**src/rtl/timer_counter_nbit_pkg.sv**
```systemverilog
// Shared encodings for the timer: clock selects, waveform mode, flag/mask bit
// positions and prescaler divide constants.
package timer_counter_nbit_pkg;

  typedef enum logic [2:0] {
    CS_STOP     = 3'd0,
    CS_DIV1     = 3'd1,
    CS_DIV8     = 3'd2,
    CS_DIV64    = 3'd3,
    CS_DIV256   = 3'd4,
    CS_DIV1024  = 3'd5,
    CS_EXT_FALL = 3'd6,
    CS_EXT_RISE = 3'd7
  } cs_e;

  typedef enum logic {
    WGM_NORMAL = 1'b0,
    WGM_CTC    = 1'b1
  } wgm_e;

  localparam int TCCR_WGM_BIT = 3;
  localparam int TCCR_FOC_BIT = 7;

  localparam int TIFR_TOV   = 0;
  localparam int TIFR_OCF   = 1;
  localparam int TIMSK_TOIE = 0;
  localparam int TIMSK_OCIE = 1;

  localparam int PS_LOG2_DIV8    = 3;
  localparam int PS_LOG2_DIV64   = 6;
  localparam int PS_LOG2_DIV256  = 8;
  localparam int PS_LOG2_DIV1024 = 10;

  // True when the low lg bits of cnt are all ones.
  function automatic logic ps_hit(input logic [31:0] cnt, input int lg);
    logic [31:0] m;
    m = (32'd1 << lg) - 32'd1;
    return (cnt & m) == m;
  endfunction

endpackage

```
**src/rtl/timer_counter_nbit_prescaler.sv**
```systemverilog
// Free-running prescaler and optional external-pin edge detector producing a
// single-cycle count tick. External clock logic exists only with TIMER_EXT_CLK_EN.
module timer_prescaler
  import timer_counter_nbit_pkg::*;
#(
  parameter int PRESCALE_W = 10
) (
  input  logic clk_i,
  input  logic rst_ni,
  input  logic clr_i,
  input  cs_e  cs_i,
  input  logic t_pin_i,
  output logic tick_o
);

  logic [PRESCALE_W-1:0] cnt_q;
  logic [31:0]           cnt32;
  logic                  ext_rise, ext_fall;

  always_ff @(posedge clk_i or negedge rst_ni) begin
    if (!rst_ni)    cnt_q <= '0;
    else if (clr_i) cnt_q <= '0;
    else            cnt_q <= cnt_q + PRESCALE_W'(1);
  end

  assign cnt32 = 32'(cnt_q);

`ifdef TIMER_EXT_CLK_EN
  // [1:0] two-flop synchroniser, [2] previous synchronised level for edge detect
  logic [2:0] sync_q;

  always_ff @(posedge clk_i or negedge rst_ni) begin
    if (!rst_ni) sync_q <= '0;
    else         sync_q <= {sync_q[1:0], t_pin_i};
  end

  assign ext_rise = sync_q[1] & ~sync_q[2];
  assign ext_fall = ~sync_q[1] & sync_q[2];
`else
  logic unused_t_pin;
  assign unused_t_pin = t_pin_i;
  assign ext_rise     = 1'b0;
  assign ext_fall     = 1'b0;
`endif

  always_comb begin
    tick_o = 1'b0;
    unique case (cs_i)
      CS_STOP:     tick_o = 1'b0;
      CS_DIV1:     tick_o = 1'b1;
      CS_DIV8:     tick_o = ps_hit(cnt32, PS_LOG2_DIV8);
      CS_DIV64:    tick_o = ps_hit(cnt32, PS_LOG2_DIV64);
      CS_DIV256:   tick_o = ps_hit(cnt32, PS_LOG2_DIV256);
      CS_DIV1024:  tick_o = ps_hit(cnt32, PS_LOG2_DIV1024);
      CS_EXT_FALL: tick_o = ext_fall;
      CS_EXT_RISE: tick_o = ext_rise;
      default:     tick_o = 1'b0;
    endcase
  end

endmodule

```
**src/rtl/timer_counter_nbit.sv**
```systemverilog
// N-bit timer/counter with compare, CTC mode, overflow/compare flags and IRQs.
// External pin clocking (CS 6/7) is built only when TIMER_EXT_CLK_EN is defined.
module timer_counter_nbit
  import timer_counter_nbit_pkg::*;
#(
  parameter int WIDTH      = 8,
  parameter int PRESCALE_W = 10
) (
  input  logic             sysClock,
  input  logic             system_reset,
  input  logic [WIDTH-1:0] data_in,
  input  logic             tcnt_we,
  input  logic             tccr_we,
  input  logic             ocr_we,
  input  logic             timsk_we,
  input  logic             tifr_we,
  input  logic             t_pin,
  output logic [WIDTH-1:0] tcnt_out,
  output logic [WIDTH-1:0] ocr_out,
  output logic [7:0]       tccr_out,
  output logic [7:0]       timsk_out,
  output logic [7:0]       tifr_out,
  output logic             irq_ovf,
  output logic             irq_comp
);

  localparam logic [WIDTH-1:0] TCNT_MAX = '1;

  logic [WIDTH-1:0] tcnt_q, tcnt_d, ocr_q;
  logic [6:0]       tccr_q;
  logic [7:0]       timsk_q;
  logic [1:0]       tifr_q, tifr_d, flag_set, flag_clr;
  logic             supp_q, supp_d;
  logic             tick, match;
  cs_e              cs;
  wgm_e             wgm;

  assign cs  = cs_e'(tccr_q[2:0]);
  assign wgm = wgm_e'(tccr_q[TCCR_WGM_BIT]);

  timer_prescaler #(.PRESCALE_W(PRESCALE_W)) u_prescaler (
    .clk_i   (sysClock),
    .rst_ni  (system_reset),
    .clr_i   (tccr_we),
    .cs_i    (cs),
    .t_pin_i (t_pin),
    .tick_o  (tick)
  );

  // supp_q masks the compare on the first tick after a software TCNT load
  assign match = (tcnt_q == ocr_q) && !supp_q;

  always_comb begin
    tcnt_d   = tcnt_q;
    supp_d   = supp_q;
    flag_set = '0;
    flag_clr = '0;
    if (tcnt_we) begin
      tcnt_d = data_in;
      supp_d = 1'b1;
    end else if (tick) begin
      supp_d = 1'b0;
      if (match)              flag_set[TIFR_OCF] = 1'b1;
      if (tcnt_q == TCNT_MAX) flag_set[TIFR_TOV] = 1'b1;
      if (wgm == WGM_CTC && match) tcnt_d = '0;
      else                         tcnt_d = tcnt_q + WIDTH'(1);
    end
    if (tccr_we && data_in[TCCR_FOC_BIT]) flag_set[TIFR_OCF] = 1'b1;
    if (tifr_we) flag_clr = data_in[1:0];
    tifr_d = (tifr_q & ~flag_clr) | flag_set;
  end

  always_ff @(posedge sysClock or negedge system_reset) begin
    if (!system_reset) begin
      tcnt_q  <= '0;
      ocr_q   <= '0;
      tccr_q  <= '0;
      timsk_q <= '0;
      tifr_q  <= '0;
      supp_q  <= 1'b0;
    end else begin
      tcnt_q <= tcnt_d;
      supp_q <= supp_d;
      tifr_q <= tifr_d;
      if (ocr_we)   ocr_q   <= data_in;
      if (tccr_we)  tccr_q  <= data_in[6:0];
      if (timsk_we) timsk_q <= data_in[7:0];
    end
  end

  assign tcnt_out  = tcnt_q;
  assign ocr_out   = ocr_q;
  assign tccr_out  = {1'b0, tccr_q};
  assign timsk_out = timsk_q;
  assign tifr_out  = {6'b0, tifr_q};
  assign irq_ovf   = tifr_q[TIFR_TOV] & timsk_q[TIMSK_TOIE];
  assign irq_comp  = tifr_q[TIFR_OCF] & timsk_q[TIMSK_OCIE];

endmodule

```
**config.mk**
```make
export PLATFORM = sky130hd
export DESIGN_NAME = timer_counter_nbit
export DESIGN_NICKNAME = d
export VERILOG_FILES = /design/src/rtl/timer_counter_nbit_pkg.sv /design/src/rtl/timer_counter_nbit_prescaler.sv /design/src/rtl/timer_counter_nbit.sv
export SDC_FILE = /design/constraint.sdc
export NUM_CORES = 1
export LEC_CHECK = 0
export ABC_AREA = 1
export ABC_CLOCK_PERIOD_IN_PS = 2600
export BUFFER_PORTS_ARGS = -buffer_cell sky130_fd_sc_hd__buf_4
export CELL_PAD_IN_SITES_DETAIL_PLACEMENT = 0
export CELL_PAD_IN_SITES_GLOBAL_PLACEMENT = 1
export CORE_UTILIZATION = 42
export DETAILED_ROUTE_END_ITERATION = 8
export HOLD_SLACK_MARGIN = 0.06
export PLACE_DENSITY = 0.89
export RECOVER_POWER = 100
export SYNTH_ARGS = -nofsm -noshare
export SYNTH_HDL_FRONTEND = slang
export SYNTH_HIERARCHICAL = 1
export SYNTH_SLANG_ARGS = --single-unit
```
**constraint.sdc**
```tcl
create_clock -name sysClock -period 2.6 [get_ports sysClock]
set_input_delay 0.13 -clock sysClock [delete_from_list [all_inputs] [get_ports sysClock]]
set_output_delay 0.13 -clock sysClock [all_outputs]
set_load 0.05 [all_outputs]
```
==> results.tsv, run 1 <==
stage	metric	value	unit
synth	largest cells by area after synthesis	dfrtp_1, nand2_1, mux2_2	
clocking	worst-skew pair later-pin latency	0.30	ns
setup_path	WP data arrival	2.38	ns
sta	final hold slack	0.0745	ns
place	Port Buffers	49	
routing	wire per inst	13.0	µm
clocking	Max Root-Sink Buffers	2	
sta	Worst Tran Pin Value	1.06	ns
flow_run	max_cap viols	0	
routing	Residual DRC	0	
clocking	Root Buffer	clkbuf_8	
synth	dominant cell type by area after synthesis	dfrtp_1	
setup_path	Worst Setup Path Type	reg -> reg	
global_route	met2 global-route usage	31.4	%
setup_path	Max stage delay on crit path	0.54	ns
power	Pleak	1.24	nW
global_route	largest net degree at the start of global routing	45	
global_route	total global-route track usage	19.2	%
sta	fmax	466	MHz
final_layout	fin nets	334	
final_layout	Final Cell Area	2670	µm²
setup_path	Req. time, crit path	2.84	ns
global_route	GRT met3 Usage	4.10	%
power	power per cell area	695	nW/µm²
routing	vias per cell	4.77	
sta	final hold violations	0	
min_path	HP Class	in -> reg	
power	Power Total	1.86	mW
die	die height	75.4	µm
sta	RSZ-0062 raised after global routing	no	
clocking	H-tree level count	2	
synth	synthesized area	2260	µm²
sta	max-slew violation count	0	
setup_path	internal reg-to-reg setup slack	0.45	ns
setup_path	r2r startpoint	u_prescaler/cnt_q[0]	
routing	drt first pass iters	4	
place	Final Wtd Congestion	0.831	
min_path	Worst Hold Path EP	ocr_out[1]	
global_route	GRT Max-Usage Layer	met2	
global_route	first-pass GRT wire length	8070	µm
routing	WL final	5010	µm
place	DP HPWL	3590	µm
clocking	Reg clk slew, reported paths	0.08	ns
clocking	CTS Buf Count	5	
routing	DR iter-0 viols	103	
die	io pins	58	
die	die area	5680	µm²
sta	endpoints failing setup	0	
routing	via count	1842	
global_route	GRT met1 Usage	26.1	%
die	Starting Density	44.0	%
setup_path	Worst Reg-to-Reg Cells	9	
setup_path	slowest cell on the critical path	nor2_1	
setup_path	critical path endpoint category	flip-flop	
synth	Mean Syn Cell Area	8.70	µm²
setup_path	crit-path cells	ha_1 > ha_1 > a21oi_1 > nor2_1 > nor2_1 > nand3_1 > nor2_1 > a22oi_1 > nand2_1	
synth	yosys warns	6	
synth	cells after synthesis	260	
final_layout	antenna diode count	0	
min_path	Hold Crit Depth	3	
sta	worst rel slew slack	29.0	%
min_path	Hold Startpoint	data_in[1]	
synth	Distinct cells, synth	29	
synth	post-synthesis sequential area ratio	48.7	%
synth	Synth Register Bits	44	
die	die width	75.4	µm
sta	Fin Setup TNS	0	ns
setup_path	crit path launch type	flip-flop	
power	Worst VDD drop	0.373	mV
sta	skew final	0.00707	ns
routing	Final ANT Viol Nets	0	
clocking	CTS tree	built	
setup_path	most frequent cell on the critical path	nor2_1	
sta	post-route minimum period	2.15	ns
die	cell row count	26	
sta	period utilization	82.6	%
synth	top cell type's share of synthesized area	48.7	%
global_route	total gr overflow	0	
setup_path	r2r endpoint	tcnt_out[3]	
setup_path	CP Max Fanout	9	
global_route	initial antenna violation count	0	
global_route	vias in the first global route	1697	
place	Cell Area, Placed	2670	µm²
final_layout	share of layout cells above drive strength 1	15.5	%
outcome	status	complete, no violations	
final_layout	synth-to-layout area growth	18.1	%
die	Core Area	5140	µm²
clocking	clock sink count	44	
## power breakdown
| part | leakage (nW) | switching [mW] | internal [mW] |
|---|---|---|---|
| sequential | 0.543 | 0.0640 | 0.742 |
| clock | 0.0645 | 0.234 | 0.339 |
| combinational | 0.636 | 0.366 | 0.111 |
## cells by family (layout without fill, tap and decap cells)
group           after synthesis  count (layout)  synth area share [%]
simple gates                118             118                  23.5
flops                        44              44                  48.7
buf+inv                      41              91                  8.07
compound gates               36              36                  9.62
mux                          16              16                  7.96
fa+ha+maj                     3               3                  1.66
other cells                   1               7                 0.166
xor+xnor                      1               1                 0.387
## final cells by class
class	instances	area, µm²
Clock buffer	7	96.3
Tap cell	70	87.6
Fill cell	537	2470
Multi-Input combinational cell	181	981
Inverter	30	113
Sequential cell	44	1100
Timing Repair Buffer	53	263
Clock inverter	1	30.0
## sequential cells by signal, summed over array words and instances, names as in the netlist
name / flops
ocr_out: 8
supp_q: 1
tccr_q: 7
tcnt_out: 8
tifr_q: 2
timsk_out: 8
u_prescaler/cnt_q: 10
## what timing repair did
action	4_1_cts	5_1_grt
endpoints found under the setup margin	0	0
hold endpoints to repair	47	0
hold buffers	4	0
setup buffers	0	0
gates resized for setup	0	0
## routing by layer
metal	part of all wire, %	wire length (µm)
met2	47	2340
met4	1.1	57
met1	48	2380
met3	4.6	232
met5	0	0
## how the worst max path moves through the flow
stage / slack [ns] / cells after the start / to / start
floorplan: 0.88 / 11 / tcnt_out[3] / tccr_q[0]
global placement: 0.72 / 12 / tcnt_out[3] / u_prescaler/cnt_q[0]
detailed placement: 0.66 / 12 / tcnt_out[3] / u_prescaler/cnt_q[0]
CTS: 0.61 / 12 / tcnt_out[3] / u_prescaler/cnt_q[0]
global route: 0.23 / 9 / tcnt_out[3] / u_prescaler/cnt_q[0]
finish: 0.45 / 9 / tcnt_out[3] / u_prescaler/cnt_q[0]
## cells in the mapped netlist, drive strengths merged
master  number
nor3b        1
conb         1
nor2        33
nor3         4
dfrtp       44
o31ai        1
nand2       68
nand3       11
o21ai       16
ha           3
a22oi        8
clkinv       1
a21oi       11
mux2        16
clkbuf       2
xor2         1
nand4        1
inv         29
buf          9
## cells in the final DEF (no fill, tap or decap)
cell / instances
nand2_2: 4
nor2_1: 29
nand2_1: 64
a21oi_4: 1
inv_1: 27
xor2_1: 1
conb_1: 7
nand3_4: 1
bufinv_16: 1
clkbuf_2: 1
a21oi_1: 9
o31ai_1: 1
nand3_1: 9
inv_2: 2
nand4_1: 1
ha_1: 3
buf_4: 10
o21ai_1: 1
o21ai_0: 15
nor2_4: 1
dlygate4sd3_1: 4
clkbuf_1: 38
clkbuf_8: 7
nor2_2: 3
dfrtp_1: 44
nand3_2: 1
nor3b_1: 1
a21oi_2: 1
nor3_1: 4
mux2_2: 16
a22oi_1: 8
clkinv_1: 1
## worst max-delay path: cells and delay by family (launching register included)
kind	cells	cell delay, ns
fa+ha+maj	2	0.43
flops	1	0.40
compound gates	2	0.31
simple gates	5	0.94
## per-stage QoR
stage | instances | utilization, % | setup WS (ns)
2_1_floorplan | 266 | - | 0.884
3_3_place_gp | 374 | 51.9 | 0.722
3_5_place_dp | 374 | 51.9 | 0.660
4_1_cts | 386 | 55.2 | 0.607
5_1_grt | 386 | 52.0 | 0.234
6_report | 386 | 52.0 | 0.452
No activity file was read; power rests on OpenSTA's default activity.
==> inputs of run 2 (changes only) <==
Settings changed: ABC_CLOCK_PERIOD_IN_PS 2600 to 2200, CORE_UTILIZATION 42 to 39, PLACE_DENSITY 0.89 to 0.83.
Clock period 2.6 ns to 2.2 ns, I/O delays scaled along.
==> run 2 against run 1 <==
  * Die area grew 7.5%
  * First-iteration DRC count grew 17%
  * Critical path depth is the same
  * Core utilization shrank 4.3 points
  * Final area shrank 1.0%
  * Critical endpoint is now tcnt_out[1]
==> results.tsv, run 2 (synthesis gave the netlist of run 1 again) <==
stage	metric	value	unit	change
power	Worst VDD drop	0.376	mV	+0.58%
clocking	H-tree level count	2		unchanged
die	die area	6110	µm²	+7.5%
global_route	total global-route track usage	18.4	%	-0.86 points
sta	RSZ-0062 raised after global routing	no		
setup_path	CP Max Fanout	9		unchanged
global_route	total gr overflow	0		unchanged
routing	DR iter-0 viols	121		+17%
sta	post-route minimum period	1.94	ns	-0.210 ns
power	Pleak	1.22	nW	-2.0%
setup_path	Req. time, crit path	2.43	ns	-0.41 ns
global_route	GRT Max-Usage Layer	met2		
final_layout	fin nets	335		+0.30%
power	NetSw	768	µW	+16%
routing	wire per inst	12.8	µm	-1.3%
setup_path	critical path endpoint category	flip-flop		
final_layout	antenna diode count	0		unchanged
final_layout	fin util	47.7	%	-4.3 points
clocking	CTS Buf Count	5		unchanged
global_route	initial antenna violation count	0		unchanged
power	switching share of power	38.5	%	+2.7 points
setup_path	crit path launch type	flip-flop		
final_layout	most frequent cells in the layout	nand2_1, dfrtp_1, clkbuf_1		
place	Final Wtd Congestion	0.798		-4.0%
die	Core Area	5540	µm²	+7.8%
sta	final hold violations	0		unchanged
global_route	GRT met3 Usage	3.37	%	-0.73 points
clocking	Root Buffer	clkbuf_8		
final_layout	synth-to-layout area growth	16.9	%	
final_layout	Biggest register	u_prescaler/cnt_q		
place	Port Buffers	49		unchanged
setup_path	WP data arrival	2.17	ns	-0.21 ns
sta	skew final	0.00508	ns	-0.00199 ns
die	cell row count	27		+3.8%
clocking	Max Root-Sink Buffers	2		unchanged
min_path	HP Class	in -> reg		
clocking	Reg clk slew, reported paths	0.08	ns	about the same
die	io pins	58		unchanged
global_route	GRT met1 Usage	26.7	%	+0.65 points
clocking	worst-skew pair later-pin latency	0.29	ns	about the same
routing	Final ANT Viol Nets	0		unchanged
routing	drt first pass iters	4		unchanged
setup_path	r2r startpoint	u_prescaler/cnt_q[0]		
min_path	Hold Startpoint	data_in[1]		
flow_run	max_cap viols	0		unchanged
routing	Residual DRC	0		unchanged
power	Clock power frac	23.8	%	-7.1 points
setup_path	Worst Setup SP	u_prescaler/cnt_q[0]		
routing	via count	1850		+0.43%
sta	period utilization	88.1	%	+5.5 points
global_route	met2 global-route usage	27.7	%	-3.7 points
setup_path	Worst Setup Path Type	reg -> reg		
power	Sequential Power Share	47.8	%	+4.4 points
power	power per cell area	754	nW/µm²	+8.5%
clocking	CTS tree	built		
sta	Worst Tran Pin Value	1.06	ns	-0.00797 ns
global_route	largest net degree at the start of global routing	45		unchanged
die	Starting Density	40.8	%	-3.2 points
power	Combinational Power Share	28.3	%	+2.6 points
sta	endpoints failing setup	0		unchanged
place	DP HPWL	3630	µm	+1.1%
outcome	status	complete, no violations		
sta	worst rel slew slack	29.5	%	+0.53 points
die	die height	78.2	µm	+3.7%
sta	max-slew violation count	0		unchanged
sta	fmax	516	MHz	+11%
final_layout	max reg flops	10		unchanged
power	Int Power	1.22	mW	+2.8%
die	die width	78.2	µm	+3.7%
sta	Fin Setup TNS	0	ns	unchanged
global_route	vias in the first global route	1784		+5.1%
global_route	first-pass GRT wire length	8690	µm	+7.7%
routing	vias per cell	4.77		about the same
routing	WL final	4970	µm	-0.80%
clocking	clock sink count	44		unchanged
final_layout	share of layout cells above drive strength 1	15.8	%	+0.32 points
final_layout	most common cell after layout, fill and taps aside	nand2_1		
==> run 2: power by group through the flow <==
stage / registers [mW] / logic [mW] / clock network (mW)
after floorplan: 1.18 / 0.220 / 0
after global placement: 0.969 / 0.617 / 0
after detailed placement: 0.971 / 0.621 / 0
after CTS: 0.955 / 0.631 / 0.488
after global routing: 0.966 / 0.613 / 0.521
final: 0.953 / 0.565 / 0.475
==> run 2: worst max-delay path: stages (launching register included) <==
cell	delay, ns
dfrtp_1	0.41
ha_1	0.24
ha_1	0.19
a21oi_1	0.14
nor2_1	0.06
nor2_1	0.11
nand3_1	0.12
nor2_2	0.38
a22oi_1	0.13
nand2_1	0.10
==> run 2: routing by layer <==
layer,part of all wire (%),wire [µm]
met1,51,2520
met2,43,2160
met3,4.7,232
met4,1.3,63
met5,0,0
==> run 2: cell type report <==
| class | instances | area (µm²) |
|---|---|---|
| multi-input combinational | 181 | 993 |
| tap | 72 | 90.1 |
| clock inverter | 1 | 5.00 |
| inverter | 30 | 113 |
| sequential | 44 | 1100 |
| clock buffer | 6 | 72.6 |
| fill | 568 | 2900 |
| timing repair buffer | 54 | 269 |
==> run 2: repair_timing <==
| item | in CTS | in global routing |
|---|---|---|
| hold endpoints to repair | 48 | 0 |
| hold buffers | 5 | 0 |
| setup buffers | 0 | 0 |
| gates resized for setup | 0 | 0 |
==> run 2: final timing paths <==
kind / endpoint / slack (ns) / cells after the start
setup / recovery: tcnt_out[1] / 0.26 / 9
hold / removal: ocr_out[1] / 0.06 / 3
setup reg to reg: tcnt_out[1] / 0.26 / 9
hold reg to reg: u_prescaler/cnt_q[0] / 0.47 / 1
max in group asynchronous: u_prescaler/cnt_q[2] / 1.00 / 2
min in group asynchronous: tccr_q[6] / 0.55 / 2
==> run 2: per-stage QoR <==
step / std cells / power (mW) / hold slack [ns] / instance area [µm²] / worst slack (ns)
4_1_cts: 388 / 2.07 / 0.0604 / 2800 / 0.279
3_3_place_gp: 376 / 1.59 / 0.142 / 2670 / 0.338
3_5_place_dp: 376 / 1.59 / 0.140 / 2670 / 0.321
5_1_grt: 388 / 2.10 / 0.0799 / 2640 / 0.0188
2_1_floorplan: 266 / 1.40 / -0.186 / 2280 / 0.484
6_report: 388 / 1.99 / 0.0574 / 2640 / 0.262
==> inputs of run 3 (changes only) <==
Settings changed: CORE_ASPECT_RATIO set to 1.5.
==> run 3 against run 2 <==
  * Wire length is 4.3% higher
  * First-iteration DRC count is 64% lower
  * Critical path depth is 4 higher
  * Core utilization is 0.54 points higher
  * Via count is 1.8% lower
  * Clock power is 36% higher
  * Count of clock-buffer cells in the layout is 1 lower
  * Flip-flop and latch count stayed put
  * Highest routed layer unchanged
==> results.tsv, run 3 (synthesis gave the netlist of run 1 again) <==
stage	metric	value	unit	change
clocking	Post-CTS Setup Inserts	0		unchanged
die	Core Area	5530	µm²	-0.14%
final_layout	Biggest register	u_prescaler/cnt_q		
final_layout	most frequent cells in the layout	nand2_1, dfrtp_1, clkbuf_1		
global_route	largest net degree at the start of global routing	45		unchanged
clocking	Reg clk slew, reported paths	0.09	ns	about the same
min_path	HP Class	in -> reg		
sta	final hold violations	0		unchanged
power	Pleak	1.23	nW	+1.0%
final_layout	most common cell after layout, fill and taps aside	nand2_1		
die	cell row count	33		+22%
die	io pins	58		unchanged
clocking	CTS Buf Count	5		unchanged
global_route	initial antenna violation count	0		unchanged
sta	period utilization	88.8	%	+0.73 points
clocking	clock sink count	44		unchanged
sta	endpoints failing setup	0		unchanged
clocking	Max Root-Sink Buffers	2		unchanged
sta	Fin Setup TNS	0	ns	unchanged
sta	post-route minimum period	1.95	ns	+0.0161 ns
final_layout	max reg flops	10		unchanged
place	Final Wtd Congestion	0.824		+3.3%
die	die height	95.3	µm	+22%
setup_path	Worst Setup Path Type	reg -> reg		
die	die width	64.2	µm	-18%
setup_path	CP Max Fanout	6		-3
global_route	first-pass GRT wire length	8270	µm	-4.8%
global_route	vias in the first global route	1718		-3.7%
sta	fmax	512	MHz	-0.82%
clocking	worst-skew pair later-pin latency	0.31	ns	+0.02 ns
clocking	H-tree level count	2		unchanged
sta	Worst Tran Pin Value	1.07	ns	+0.0180 ns
power	Worst VDD drop	0.445	mV	+18%
routing	drt first pass iters	4		unchanged
final_layout	share of layout cells above drive strength 1	16.5	%	+0.63 points
die	die area	6120	µm²	+0.10%
routing	DR iter-0 viols	44		-64%
final_layout	antenna diode count	0		unchanged
die	Starting Density	40.9	%	+0.055 points
setup_path	crit path launch type	flip-flop		
final_layout	fin nets	334		-0.30%
setup_path	Req. time, crit path	2.45	ns	+0.02 ns
place	DP HPWL	3840	µm	+5.8%
routing	Residual DRC	0		unchanged
routing	via count	1816		-1.8%
sta	max-slew violation count	0		unchanged
clocking	Root Buffer	clkbuf_8		
setup_path	WP data arrival	2.20	ns	+0.03 ns
global_route	total global-route track usage	18.2	%	-0.16 points
global_route	total gr overflow	0		unchanged
final_layout	synth-to-layout area growth	18.0	%	
final_layout	Fill cells	594		+4.6%
power	power per cell area	810	nW/µm²	+7.5%
place	Port Buffers	49		unchanged
routing	wire per inst	13.4	µm	+4.8%
setup_path	critical path endpoint category	flip-flop		
sta	skew final	0.00715	ns	+0.00206 ns
routing	Final ANT Viol Nets	0		unchanged
final_layout	fin util	48.3	%	+0.54 points
routing	vias per cell	4.70		-1.3%
outcome	status	complete, no violations		
routing	WL final	5190	µm	+4.3%
sta	RSZ-0062 raised after global routing	no		
sta	worst rel slew slack	28.3	%	-1.2 points
clocking	CTS tree	built		
flow_run	max_cap viols	0		unchanged
[run 3: area by class of cell]
cell class / instances / area [µm²] / area share, %
Timing Repair Buffer: 53 / 263 / 9.84
Tap cell: 70 / 87.6 / 3.28
Inverter: 30 / 113 / 4.22
Multi-Input combinational cell: 181 / 991 / 37.1
Clock buffer: 5 / 68.8 / 2.58
Clock inverter: 3 / 46.3 / 1.73
Sequential cell: 44 / 1100 / 41.2
[run 3: path summary, 6_finish.rpt]
path | startpoint | end | slack, ns | depth (start not counted)
setup / recovery | u_prescaler/cnt_q[0] | tcnt_out[3] | 0.25 | 13
setup reg to reg | u_prescaler/cnt_q[0] | tcnt_out[3] | 0.25 | 13
min in group asynchronous | system_reset | u_prescaler/cnt_q[7] | 0.52 | 2
hold / removal | data_in[4] | ocr_out[4] | 0.06 | 3
max in group asynchronous | system_reset | u_prescaler/cnt_q[0] | 1.01 | 2
hold reg to reg | u_prescaler/cnt_q[0] | u_prescaler/cnt_q[0] | 0.47 | 1
[run 3: worst max-delay path: stages, from the launching register on]
cell	delay, ns
dfrtp_1	0.39
ha_1	0.21
nand2_1	0.13
nor2_4	0.15
nand2_1	0.11
nor2_2	0.09
nand2_1	0.05
nand3_1	0.13
nand2_1	0.16
inv_2	0.14
o21ai_0	0.09
a21oi_1	0.12
nand2_1	0.07
nand2_1	0.05
[run 3: per-stage QoR]
| step | instances | power [mW] | instance area [µm²] | setup slack [ns] | hold WS [ns] |
|---|---|---|---|---|---|
| after floorplan | 266 | 1.40 | 2280 | 0.484 | -0.186 |
| after global placement | 374 | 1.59 | 2670 | 0.315 | 0.147 |
| after detailed placement | 374 | 1.60 | 2670 | 0.286 | 0.145 |
| after CTS | 386 | 2.25 | 2830 | 0.248 | 0.0607 |
| after global routing | 386 | 2.26 | 2670 | 0.0842 | 0.0605 |
| final | 386 | 2.16 | 2670 | 0.246 | 0.0578 |
[run 3: repair_timing]
action                     in CTS  in global routing
hold buffers                    4                  0
hold endpoints to repair       47                  0
resized for setup               0                  0
setup endpoints to repair       0                  0
[run 3: report_power, final]
part	leakage, nW	internal [mW]	total (mW)	switching (mW)
logic	0.633	0.131	0.565	0.434
registers	0.543	0.877	0.953	0.0760
clock network	0.0548	0.342	0.645	0.302
[run 3: routing by layer]
layer / global-route usage (%) / part of all wire, % / routed length (µm)
met4: 7.41 / 2.3 / 118
met1: 19.8 / 42 / 2180
met3: 4.31 / 2.7 / 138
met2: 33.6 / 53 / 2750
met5: 0 / 0 / 0
